--- src/rtl/code_playback.sv ---
// code_playback
//
// Replays a stored code as timed lamp flashes. On start, snapshots four 7-entry
// button vectors and a clamped entry count, then for each entry lights the
// matching lamps for ON_CYCLES cycles followed by OFF_CYCLES blank cycles.
//
// Optional feature macro: PLAYBACK_ABORT_EN (adds the abort input).
//
// Ports:
//   clk           rising-edge clock
//   reset         asynchronous, active-high reset
//   abort         stop playback (only with PLAYBACK_ABORT_EN)
//   start         request playback, sampled only in IDLE
//   len           entry count, clamped to 7
//   slot1..slot4  per-button entry vectors, bit i = entry i
//   led           lamp drives, led[0] = button 1
//   busy          high while entries are being shown
//   done          one-cycle pulse after the last gap
//   idx           entry currently shown
module code_playback #(
   parameter int unsigned ON_CYCLES  = 4,
   parameter int unsigned OFF_CYCLES = 2,
   parameter int unsigned CNT_W      = 4
) (
   input  logic             clk,
   input  logic             reset,
`ifdef PLAYBACK_ABORT_EN
   input  logic             abort,
`endif
   input  logic             start,
   input  logic [CNT_W-1:0] len,
   input  logic [6:0]       slot1,
   input  logic [6:0]       slot2,
   input  logic [6:0]       slot3,
   input  logic [6:0]       slot4,
   output logic [3:0]       led,
   output logic             busy,
   output logic             done,
   output logic [2:0]       idx
);

   localparam int unsigned MaxCyc = (ON_CYCLES > OFF_CYCLES) ? ON_CYCLES : OFF_CYCLES;
   localparam int unsigned TmrW   = (MaxCyc > 1) ? $clog2(MaxCyc) : 1;
   localparam logic [TmrW-1:0] OnLast  = TmrW'(ON_CYCLES - 1);
   localparam logic [TmrW-1:0] OffLast = TmrW'(OFF_CYCLES - 1);

   typedef enum logic [1:0] {StIdle, StOn, StOff, StDone} state_e;

   state_e            state_q, state_d;
   logic [TmrW-1:0]   tmr_q, tmr_d;
   logic [2:0]        idx_q, idx_d;
   logic [2:0]        len_q, len_d;
   logic [6:0]        s1_q, s1_d, s2_q, s2_d, s3_q, s3_d, s4_q, s4_d;
   logic [2:0]        len_clamp;
   logic [3:0]        led_next;
   logic              abort_hit;

   // Output registers; they trail the state register by one cycle so that
   // lamps appear the cycle after the start edge.
   logic [3:0]        led_q;
   logic              busy_q, done_q;
   logic [2:0]        idx_out_q;

   assign led  = led_q;
   assign busy = busy_q;
   assign done = done_q;
   assign idx  = idx_out_q;

   always_comb begin
      len_clamp = (len > CNT_W'(7)) ? 3'd7 : len[2:0];
      led_next  = {s4_q[idx_q], s3_q[idx_q], s2_q[idx_q], s1_q[idx_q]};
   end

`ifdef PLAYBACK_ABORT_EN
   // busy_q covers the trailing visible OFF cycle while the state is already DONE.
   always_comb begin
      abort_hit = abort && (state_q == StOn || state_q == StOff || busy_q);
   end
`else
   always_comb begin
      abort_hit = 1'b0;
   end
`endif

   always_comb begin
      state_d = state_q;
      tmr_d   = tmr_q;
      idx_d   = idx_q;
      len_d   = len_q;
      s1_d    = s1_q;
      s2_d    = s2_q;
      s3_d    = s3_q;
      s4_d    = s4_q;
      case (state_q)
         StIdle: begin
            // done_q high means the DONE cycle is still visible; restart waits.
            if (start && !done_q) begin
               len_d = len_clamp;
               s1_d  = slot1;
               s2_d  = slot2;
               s3_d  = slot3;
               s4_d  = slot4;
               idx_d = 3'd0;
               tmr_d = '0;
               state_d = (len_clamp == 3'd0) ? StDone : StOn;
            end
         end
         StOn: begin
            if (tmr_q == OnLast) begin
               tmr_d   = '0;
               state_d = StOff;
            end else begin
               tmr_d = tmr_q + TmrW'(1);
            end
         end
         StOff: begin
            if (tmr_q == OffLast) begin
               tmr_d = '0;
               if (idx_q == len_q - 3'd1) begin
                  state_d = StDone;
               end else begin
                  idx_d   = idx_q + 3'd1;
                  state_d = StOn;
               end
            end else begin
               tmr_d = tmr_q + TmrW'(1);
            end
         end
         StDone: begin
            state_d = StIdle;
         end
         default: begin
            state_d = StIdle;
         end
      endcase
      if (abort_hit) begin
         state_d = StIdle;
         tmr_d   = '0;
      end
   end

   always_ff @(posedge clk or posedge reset) begin
      if (reset) begin
         state_q <= StIdle;
         tmr_q   <= '0;
         idx_q   <= 3'd0;
         len_q   <= 3'd0;
         s1_q    <= '0;
         s2_q    <= '0;
         s3_q    <= '0;
         s4_q    <= '0;
      end else begin
         state_q <= state_d;
         tmr_q   <= tmr_d;
         idx_q   <= idx_d;
         len_q   <= len_d;
         s1_q    <= s1_d;
         s2_q    <= s2_d;
         s3_q    <= s3_d;
         s4_q    <= s4_d;
      end
   end

   always_ff @(posedge clk or posedge reset) begin
      if (reset) begin
         led_q     <= 4'd0;
         busy_q    <= 1'b0;
         done_q    <= 1'b0;
         idx_out_q <= 3'd0;
      end else begin
         led_q     <= (!abort_hit && state_q == StOn) ? led_next : 4'd0;
         busy_q    <= !abort_hit && (state_q == StOn || state_q == StOff);
         done_q    <= !abort_hit && (state_q == StDone);
         idx_out_q <= idx_q;
      end
   end

endmodule
--- config.mk ---
export PLATFORM = sky130hd
export DESIGN_NAME = code_playback
export DESIGN_NICKNAME = d
export VERILOG_FILES = /design/src/rtl/code_playback.sv
export SDC_FILE = /design/constraint.sdc
export NUM_CORES = 1
export LEC_CHECK = 0
export ABC_AREA = 1
export CORE_AREA = 2 2 80 82
export CTS_CLUSTER_DIAMETER = 80
export DETAILED_ROUTE_END_ITERATION = 12
export DIE_AREA = 0 0 82 84
export SLEW_MARGIN = 40
export SYNTH_ARGS = -nofsm -noshare
export SYNTH_HDL_FRONTEND = slang
export SYNTH_SLANG_ARGS = --single-unit
--- constraint.sdc ---
create_clock -name clk -period 2.04 [get_ports clk]
set_clock_uncertainty 0.2 [all_clocks]
set_input_delay 0.306 -clock clk [delete_from_list [all_inputs] [get_ports clk]]
set_output_delay 0.306 -clock clk [all_outputs]
set_load 0.1 [all_outputs]
==> impl_results.md <==
* HPWL after DPL at roughly 3.5 mm
* Peak VDD IR at between 0.0006 and 0.0007 V
* Post-cts repair resize count at 0
* CTS tree: done
* FMAX at ~0.55 GHz
* Avg Inst Size Synth at between 7 and 8 sq um
* Worst EP required at 2.03 ns
* Final Setup Violations at 0
* Die area at just under 7000 sq um
* Area Growth Syn to Fin at 27.5%
* H-tree Lvls at 2
* Max cap viols at 0
* Placed insts at about 410
* IO Pins at 44
* Setup CP Type: flip-flop to flip-flop
* Routed length per instance at between 10 and 15 um
* DRT iter0 DRCs at between 90 and 100
* Residual DRC count at 0
* TritonRoute pass-1 iters at 4
* Routed Antenna Nets at 0
* CTS sink cnt at between 40 and 50
* Maximum root-to-sink buffer count at 2
* Reg2reg start: state_q[1]
* Number of global-route vias before repair at 1852
* Pleak at 1.47 nW
* GRT Util Overall at between 10% and 20%
* Gpl congestion at 0.735
* # diodes at 0
* Final period util at about nine tenths
* Seq cells post-synth at 47
* Ratio of cells with drive above 1 in the final layout at 8.36%
* Crit path DAT at 1.81 ns
* Initial cell density of the core at approximately 37%
* Fin Hold WS at between 0.15 and 0.2 ns
* Setup crit start kind: flip-flop
* Mapped Area at about 2300 sq um
* Synth cell types at 15
* Largest net degree at the start of global routing at 48
* CTS Root Cell: clkbuf_8
* Pwr Density at roughly 1500 nW/um^2
* PortBufs at between 40 and 50
* Total gr overflow at 0
* CP Capture Type: flip-flop
* Critical path's slowest cell: dfrtp_1
* Worst skew pair latency at just under 0.3 ns
* Worst min-delay path category: input pin to async pin
* Sequential-to-total area share from yosys stat at roughly half
* Tmin final at 1.82 ns
* Cells after synthesis at ~290
* CP max FO at 6
* CTS buffer count at 5
* Synthesis Warnings at 0
* DR vias at about 1.8k
* R2r worst-path depth at 9
* Syn Nets at 332
* Routed WL at roughly 4.8 mm
* Chip height at approximately 84 um
* Initial antenna violation count at 0
* Worst-path cell chain: inv_1, ha_1, inv_1, o21ai_0, inv_1, nand2_1, nor2_1, nand2_1, nand2_1
* Register-to-register setup slack at between 0.2 and 0.25 ns
* Hold-fix buffers, CTS at 0
* First-pass GRT wire length at about 8.4 mm
* Max incr delay on CP at roughly 0.44 ns
* Endpoints failing hold at 0
* Vias/cell at around 4.5
* Place WS at 0.133 ns
* Max-slew violations at 0
* Row count at 29
* RSZ-0062 raised after global routing: no
* Chip width at between 80 and 90 um
* Tot Pwr at 4.26 mW
* Non-Filler Instances at between 400 and 500
* Max_slew headroom at approximately three quarters
* Final net count at 380
* Core region area at 6100 sq um
* Worst reg2reg endpoint: state_q[1]
* Post-CTS Repair Setup Buffers at 0
* Clk slew on worst S/H paths at approximately 0.08 ns
* Setup TNS at 0 ns
* Setup ws final at between 0.2 and 0.25 ns
* Status: finished clean
* Worst-Margin Slew at between 0.3 and 0.4 ns
-- layout by cell type, fill, tap and decap left out, drive strengths merged --
master	count
buf	17
nand2	105
a21oi	5
clkdlybuf4s50	34
nor3	1
inv	35
clkbuf	6
nand4	1
nand3	11
xnor2	1
nor2	22
o211ai	4
dfrtp	47
clkinv	1
ha	10
o21ai	35
-- sequential cells by signal, indices dropped and copies added, names as in the netlist --
name	count
s1_q	7
s2_q	7
s3_q	7
s4_q	7
led	4
idx	3
idx_q	3
len_q	3
state_q	2
tmr_q	2
busy	1
done	1
-- power by group --
group / total, mW / internal (mW) / switching (mW)
clock network: 0.559 / 0.266 / 0.293
registers: 1.58 / 1.34 / 0.241
logic: 2.12 / 0.683 / 1.43
total: 4.26 / 2.29 / 1.97
-- layout make-up --
type                            instances  area (sq um)
Clock buffer                            6          82.6
Clock inverter                          1          5.00
Fill cell                             629          3190
Inverter                               35           131
Multi-Input combinational cell        195           918
Sequential cell                        47          1180
Tap cell                               77          96.3
Timing Repair Buffer                   51           493
-- cells in the mapped netlist (all sizes together) --
| cell type | instances | area share, % |
|---|---|---|
| nor2 | 22 | 3.6 |
| clkbuf | 1 | 0.22 |
| buf | 9 | 2.0 |
| o21ai | 35 | 7.7 |
| inv | 35 | 5.8 |
| a21oi | 5 | 1.1 |
| nand4 | 1 | 0.28 |
| nor3 | 1 | 0.71 |
| o211ai | 4 | 1.3 |
| dfrtp | 47 | 52 |
| xnor2 | 1 | 0.38 |
| nand2 | 105 | 17 |
| nand3 | 11 | 2.4 |
| ha | 10 | 5.5 |
-- how the worst max path moves through the flow --
stage	start	to	slack (ns)
6_report	state_q[1]	state_q[1]	0.22
5_1_grt	state_q[0]	len_q[2]	0.02
4_1_cts	state_q[0]	len_q[1]	0.20
3_5_place_dp	start	idx_q[1]	0.13
3_3_place_gp	start	idx_q[0]	0.16
2_1_floorplan	done	s1_q[6]	0.15
-- critical path, delay by kind of cell (launching register included) --
| family | cells | cell delay [ns] |
|---|---|---|
| AOI/OAI and AO/OA | 1 | 0.30 |
| DFF | 1 | 0.44 |
| adders and majority gates | 1 | 0.26 |
| and+or+nand+nor | 4 | 0.26 |
| buffers and inverters | 3 | 0.24 |
-- kinds of logic after synthesis --
group / share of synthesized area [%]
AOI/OAI and AO/OA: 10.1
xor gates and xnor gates: 0.385
adders and majority gates: 5.50
buffers and inverters: 7.97
DFF: 51.7
and+or+nand+nor: 24.4
-- per-layer routing --
metal	routed length, um	track usage (%)	up-vias	part of all wire (%)
li1	-	-	982	-
met2	2160	24.6	40	45
met1	2280	21.0	813	48
met5	0	0	-	0
met3	257	3.68	8	5.4
met4	86	5.45	0	1.8
-- stage by stage --
stage	cell area, sq um	utilization, %
finish	2900	47.6
global placement	2820	46.2
floorplan	2280	-
CTS	2900	47.6
detailed placement	2820	46.2
global route	2900	47.6
Power figures use the tool's default switching activity.
